**src/rtl/spi_dac_12bit.sv**
```systemverilog
// spi_dac_12bit: captures sample_in every SAMPLE_DIV clocks and writes it as one 16-bit frame to an MCP4921-class DAC.
// Latency: frame starts on the capture edge; last SCK fall at +32*CLK_DIV; CS released at +33*CLK_DIV.
// Backpressure: none upstream; a sample tick that lands mid-frame is dropped and flagged on overrun.
// Build option: define SPI_DAC_LDAC_EN to add a one-half-period active-low LDAC strobe after CS rises;
// without it dac_ldac_n is tied low and the DAC updates on the CS rising edge.
module spi_dac_12bit #(
  parameter int         CLK_DIV    = 3,
  parameter int         SAMPLE_DIV = 272,
  parameter logic [3:0] CFG_BITS   = 4'b0011
) (
  input  logic        clk12MHz,
  input  logic        rst,
  input  logic [11:0] sample_in,
  output logic        dac_sck,
  output logic        dac_cs_n,
  output logic        dac_mosi,
  output logic        dac_ldac_n,
  output logic        busy,
  output logic        sample_tick,
  output logic        overrun
);

  localparam int SW = (SAMPLE_DIV > 1) ? $clog2(SAMPLE_DIV) : 1;
  localparam int DW = (CLK_DIV > 1) ? $clog2(CLK_DIV) : 1;
  localparam logic [SW-1:0] SAMP_LAST = SW'(SAMPLE_DIV - 1);
  localparam logic [DW-1:0] DIV_LAST  = DW'(CLK_DIV - 1);

`ifdef SPI_DAC_LDAC_EN
  typedef enum logic [2:0] {IDLE, SETUP, SHIFT, HOLD, LDAC} state_t;
`else
  typedef enum logic [1:0] {IDLE, SETUP, SHIFT, HOLD} state_t;
`endif

  state_t        state;
  logic [SW-1:0] samp_cnt;
  logic [DW-1:0] div_cnt;
  logic [15:0]   shreg;
  logic [3:0]    bit_cnt;
  logic          samp_wrap;
  logic          div_step;

  assign samp_wrap = (samp_cnt == SAMP_LAST);
  assign div_step  = (div_cnt == DIV_LAST);

  // Free-running sample-rate counter, independent of the frame state.
  always_ff @(posedge clk12MHz) begin
    if (rst) begin
      samp_cnt <= '0;
    end else if (samp_wrap) begin
      samp_cnt <= '0;
    end else begin
      samp_cnt <= samp_cnt + 1'b1;
    end
  end

`ifndef SPI_DAC_LDAC_EN
  // Without the strobe the DAC latches on CS rising, so LDAC is held asserted.
  assign dac_ldac_n = 1'b0;
`endif

  // Frame sequencer: capture on wrap, then step SETUP/SHIFT/HOLD(/LDAC) every CLK_DIV clocks.
  always_ff @(posedge clk12MHz) begin
    if (rst) begin
      state       <= IDLE;
      div_cnt     <= '0;
      shreg       <= '0;
      bit_cnt     <= '0;
      dac_sck     <= 1'b0;
      dac_cs_n    <= 1'b1;
      dac_mosi    <= 1'b0;
      busy        <= 1'b0;
      sample_tick <= 1'b0;
      overrun     <= 1'b0;
`ifdef SPI_DAC_LDAC_EN
      dac_ldac_n  <= 1'b1;
`endif
    end else begin
      sample_tick <= 1'b0;
      overrun     <= 1'b0;
      div_cnt     <= div_step ? '0 : div_cnt + 1'b1;
      if (samp_wrap && state == IDLE) begin
        // Config nibble and data are frozen here; later sample_in changes cannot reach this frame.
        shreg       <= {CFG_BITS, sample_in};
        bit_cnt     <= '0;
        dac_cs_n    <= 1'b0;
        dac_mosi    <= CFG_BITS[3];
        busy        <= 1'b1;
        sample_tick <= 1'b1;
        div_cnt     <= '0;
        state       <= SETUP;
      end else begin
        // A wrap mid-frame drops that sample but leaves the frame in flight alone.
        if (samp_wrap) overrun <= 1'b1;
        if (div_step) begin
          case (state)
            SETUP: begin
              dac_sck <= 1'b1;
              state   <= SHIFT;
            end
            SHIFT: begin
              if (!dac_sck) begin
                dac_sck <= 1'b1;
              end else begin
                // Data changes only on the falling toggle so it is stable at the next rising edge.
                dac_sck <= 1'b0;
                if (bit_cnt == 4'd15) begin
                  dac_mosi <= 1'b0;
                  state    <= HOLD;
                end else begin
                  shreg    <= {shreg[14:0], 1'b0};
                  dac_mosi <= shreg[14];
                  bit_cnt  <= bit_cnt + 1'b1;
                end
              end
            end
            HOLD: begin
              dac_cs_n <= 1'b1;
`ifdef SPI_DAC_LDAC_EN
              dac_ldac_n <= 1'b0;
              state      <= LDAC;
`else
              busy  <= 1'b0;
              state <= IDLE;
`endif
            end
`ifdef SPI_DAC_LDAC_EN
            LDAC: begin
              dac_ldac_n <= 1'b1;
              busy       <= 1'b0;
              state      <= IDLE;
            end
`endif
            default: state <= IDLE;
          endcase
        end
      end
    end
  end

endmodule

```
**config.mk**
```make
export PLATFORM = sky130hd
export DESIGN_NAME = spi_dac_12bit
export DESIGN_NICKNAME = d
export VERILOG_FILES = /design/src/rtl/spi_dac_12bit.sv
export SDC_FILE = /design/constraint.sdc
export NUM_CORES = 1
export LEC_CHECK = 0
export CORE_ASPECT_RATIO = 0.9
export CORE_UTILIZATION = 56
export DETAILED_ROUTE_END_ITERATION = 12
export GPL_TIMING_DRIVEN = 1
export PLACE_DENSITY = 0.8
export SLEW_MARGIN = 10
export SYNTH_ARGS = -nofsm -noshare
export SYNTH_HDL_FRONTEND = slang
export SYNTH_SLANG_ARGS = --single-unit
```
**constraint.sdc**
```tcl
create_clock -name clk12MHz -period 2.9 [get_ports clk12MHz]
set_input_delay 0.29 -clock clk12MHz [delete_from_list [all_inputs] [get_ports clk12MHz]]
set_output_delay 0.29 -clock clk12MHz [all_outputs]
set_load 0.03 [all_outputs]
```
After elaboration in Yosys (flattened, before gate mapping)
Cells that the tools add are included.
- bits in registers: 38
- input port bits: 14
- output and inout bits: 7
- word-level logic and storage cells: 67
- add/subtract/negate cells: 3
- eq/ne operators: 11
- mux-type cells: 21
- bitwise operators: 2
- reduce and logical (&&, ||, !) cells: 17
- operator list (kind ; number):
    $mux W14 ; 5
    $mux W1 ; 12
    $reduce_and A3 Y1 ; 4
    $reduce_bool A2 Y1 ; 5
    $add A9 B1 Y9 const B ; 1
    $eq A9 B9 Y1 const B ; 1
    $reduce_and A4 Y1 ; 2
    $eq A2 B2 Y1 const B ; 3
    $ne A2 B2 Y1 const B ; 3
    $ne A3 B3 Y1 const B ; 2
    $add A4 B1 Y4 const B ; 1
    $eq A4 B4 Y1 const B ; 1
    $mux W2 ; 2
    $pmux W2 S2 ; 1
    $reduce_or A2 Y1 ; 2
    $reduce_or A3 Y1 ; 1
    $add A2 B1 Y2 const B ; 1
    $eq A2 B1 Y1 const B ; 1
    $logic_not A2 Y1 ; 1
    $not A1 Y1 ; 2
    $pmux W1 S2 ; 1
    $reduce_and A2 Y1 ; 1
    $logic_and A1 B1 Y1 ; 1

Depth between registers and ports, before layout
- depth after elaboration: 6
- depth in mapped cells: 9
- mapped depth without buffers: 6

Worst setup path after synthesis
Ideal clock, no wire load.
- kind: register to register
- from: register div_cnt[0]
- to: register shreg[7]
- library setup time: 0.138 ns
- arrival time: 1.517 ns
- data required time: 2.762 ns
- path slack: 1.244 ns
- cell stages (with the launch flop): 10
- buffers on the path: 3
- period minus slack after synthesis: 1.656 ns
- cell sequence: dfxtp_1 -> inv_1 -> ha_1 -> buf_4 -> and3_2 -> and2_1 -> buf_4 -> buf_6 -> a21oi_2 -> a211oi_2
- word-level cells in the longest chain between the ends: 3
- ends and longest elaborated chain (item ; line ; RTL):
    start: declaration ; 36 ; logic [DW-1:0] div_cnt;
    start signal: assignment ; 80 ; div_cnt <= div_step ? '0 : div_cnt + 1'b1;
    $eq A2 B2 Y1 ; 43 ; assign div_step = (div_cnt == DIV_LAST);
    $reduce_bool A2 Y1 (no line) ; - ;
    $reduce_and A4 Y1 (no line) ; - ;
    end signal: assignment ; 83 ; shreg <= {CFG_BITS, sample_in};
    end signal: assignment ; 110 ; shreg <= {shreg[14:0], 1'b0};
    end: declaration ; 37 ; logic [15:0] shreg;
Every way passes these cells.
A chain may end at the register's enable or synchronous reset.

Final worst setup path
- from: register div_cnt[0]
- to: register shreg[2]
Same word-level chain as after synthesis.

==> flow_metrics.py <==
metrics = {
    "outcome": {
        "status": "completed",
    },
    "timing": {
        "rsz0062_at_grt": "false",
        "finalHoldViolCount": 0,
        "slew-limit-headroom": 0.4522,
        "fin_setup_tns_ps": 0,
        "setup-violations-final": 0,
        "tightest_slew_ps": 819.2,
        "drv_slew": 0,
        "fin_crit_sh": 0.7487,
        "fmax_mhz": 460.5,
        "clock_skew_ps": 6.901,
        "fin_crit_ps": 2171,
        "worst_slack_ps": 728.7,
    },
    "logic_synthesis": {
        "synthTopCellsByCount": "dfxtp_1 (38), nor2_1 (27), nand2_1 (22)",
        "synthArstFlopShare": 0,
        "ys_ff_latch": 38,
        "yosysTopAreaCell": "dfxtp_1",
        "synth.top_cell.area_share": 0.4487,
        "ys.flop_type": "dfxtp_1",
        "synthTopCellsByArea": "dfxtp_1 (45%), nor2_1 (6.0%), a211oi_2 (5.2%), nand2_1 (4.9%), ha_1 (4.4%)",
        "yosysSeqAreaShare": 0.4487,
        "syn_area_um2": 1695,
        "yosysWarnings": 0,
        "synth-edff-count": 0,
        "syn_avg_cell_area_um2": 8.923,
        "yosysMostFrequentCell": "dfxtp_1",
        "syn_nets": 210,
        "syn_inst": 190,
        "synth_cell_types": 31,
    },
    "clock_network": {
        "root_buffer": "clkbuf_4",
        "clkTransAtPathRegs_ps": 110,
        "cts.sinks": 38,
        "cts-htree-levels": 2,
        "clockBufferDepth": 2,
        "cts_tree": "done",
        "ctsResizeCount": 0,
        "postCtsSetupRepairBufs": 0,
        "numCtsBuffers": 5,
        "insertion_delay_ps": 350,
        "cts-hold-fix-buffers": 0,
    },
    "power_and_ir_drop": {
        "power_per_cell_area_nw_per_um2": 445.0,
        "p_leak_nw": 0.6787,
        "ir_drop_uv": 331.3,
    },
    "run": {
        "drv_cap": 0,
    },
    "place": {
        "place.gp.congestion": 0.7847,
        "numPortBuffers": 19,
        "pre_cts_slack_ps": 749.2,
        "dpl.hpwl_mm": 2.122,
        "dpl_cell_area_um2": 1868,
    },
    "critical_path": {
        "cp-start-kind": "flip-flop",
        "end_kind": "flip-flop",
        "cp.required_ps": 3140,
        "critPathArrivalTime_ps": 2420,
        "critPathMaxFanout": 16,
        "crit_type": "flip-flop to flip-flop",
    },
    "die": {
        "core-area_um2": 2815,
        "ios": 21,
        "die_h_um": 54.20,
        "num_rows": 18,
        "start_util": 0.6022,
        "die_area_um2": 3252,
        "die_w_um": 60,
    },
    "route": {
        "firstDrtPassIters": 4,
        "vias_per_cell": 5.531,
        "vias": 1355,
        "finalWirelength_mm": 3.056,
        "wl_per_cell_um": 12.47,
        "ant_nets": 0,
        "drt_iter0_markers": 84,
        "drcViolationCount": 0,
    },
    "final_layout": {
        "fillers": 235,
        "drive_gt1_frac": 0.1171,
        "syn2layout_area_growth_pct": 12.84,
        "n_antenna_cell": 0,
        "stdcell_area_um2": 1913,
        "nNetsFinal": 225,
    },
    "global_route": {
        "grt_overflow_total": 0,
        "antenna_found_initial": 0,
        "grt_first_pass_wirelength_mm": 4.981,
        "grt_start_max_net_pins": 23,
        "grt_pass1_vias": 1178,
        "grt_usage": 0.2112,
    },
    "min_path": {
        "hp-class": "flip-flop to flip-flop",
    },
}
==> critical path: stages, from the launching register on <==
cell	delay, ps
dfxtp_1	330
inv_1	60
ha_1	330
and3_2	300
and2_1	640
a21oi_1	150
a211oi_1	270
==> layer usage <==
metal	routed length [µm]	track usage	up-vias
li1	-	-	673
met1	1383	0.2482	645
met2	1487	0.3556	29
met3	130	0.07933	8
met4	55	0.06977	0
met5	0	0	-
==> stage by stage <==
| stage | instances | hold slack [ps] | power (mW) | utilization |
|---|---|---|---|---|
| 3_3_place_gp | 238 | 410.6 | 0.6000 | 0.6636 |
| 2_1_floorplan | 190 | 400.7 | 0.5809 | - |
| 3_5_place_dp | 238 | 441.6 | 0.6041 | 0.6636 |
| 4_1_cts | 245 | 456.9 | 0.8516 | 0.6796 |
| 6_report | 245 | 452.3 | 0.8513 | 0.6796 |
| 5_1_grt | 245 | 469.7 | 0.8847 | 0.6796 |
==> worst paths after layout <==
kind,start,to,slack (ps),depth (start not counted)
setup reg to reg,div_cnt[0]$_SDFF_PP0_,shreg[2]$_SDFFE_PP0P_,730,6
setup / recovery,div_cnt[0]$_SDFF_PP0_,shreg[2]$_SDFFE_PP0P_,730,6
hold / removal,div_cnt[0]$_SDFF_PP0_,div_cnt[0]$_SDFF_PP0_,450,1
hold reg to reg,div_cnt[0]$_SDFF_PP0_,div_cnt[0]$_SDFF_PP0_,450,1
==> report_power, final <==
group	leakage (nW)	switching (mW)	internal, mW	total [mW]
logic	0.346	0.0282	0.0282	0.0564
registers	0.307	0.00502	0.531	0.536
clock network	0.0254	0.168	0.0915	0.259
total	0.679	0.201	0.650	0.851
==> cell usage in the layout, fill, tap and decap left out, drive strengths merged <==
master / netlist / routed
nand2: 22 / 22
mux2i: 3 / 3
clkbuf: 4 / 7
nand3: 7 / 7
ha: 6 / 6
a31oi: 3 / 3
nor2: 27 / 27
and3: 4 / 4
nor2b: 2 / 2
nor3: 9 / 9
a2111oi: 1 / 1
inv: 4 / 4
dfxtp: 38 / 38
and2: 1 / 1
xor2: 3 / 3
a21oi: 17 / 17
o21ai: 2 / 2
nand2b: 2 / 2
nand4: 3 / 3
xnor2: 6 / 6
a211oi: 11 / 11
and4: 1 / 1
nor4: 2 / 2
buf: 10 / 3
clkdlybuf4s50: 0 / 19
conb: 1 / 1
o21bai: 1 / 1
==> layout make-up <==
class / count / area, µm² / area share
multi-input cells: 134 / 829.5 / 0.4336
well taps: 40 / 50.05 / 0.02616
clock buffers: 7 / 45.04 / 0.02354
flip-flops and latches: 38 / 760.7 / 0.3976
repair buffers: 22 / 212.7 / 0.1112
inverters: 4 / 15.01 / 0.007848
==> logic make-up after synthesis <==
logic type,share of synthesized area
fa+ha+maj,0.04428
flops,0.4487
compound gates,0.1653
simple gates,0.2133
xor+xnor,0.04650
other cells,0.002212
mux,0.01771
buf+inv,0.06199
==> state kept, by name (all words and copies together), names as in the netlist <==
| register | flops |
|---|---|
| div_cnt | 2 |
| state | 2 |
| bit_cnt | 4 |
| sample_tick | 1 |
| busy | 1 |
| dac_sck | 1 |
| shreg | 15 |
| samp_cnt | 9 |
| dac_mosi | 1 |
| overrun | 1 |
| dac_cs_n | 1 |
No activity file was read; power rests on OpenSTA's default activity.
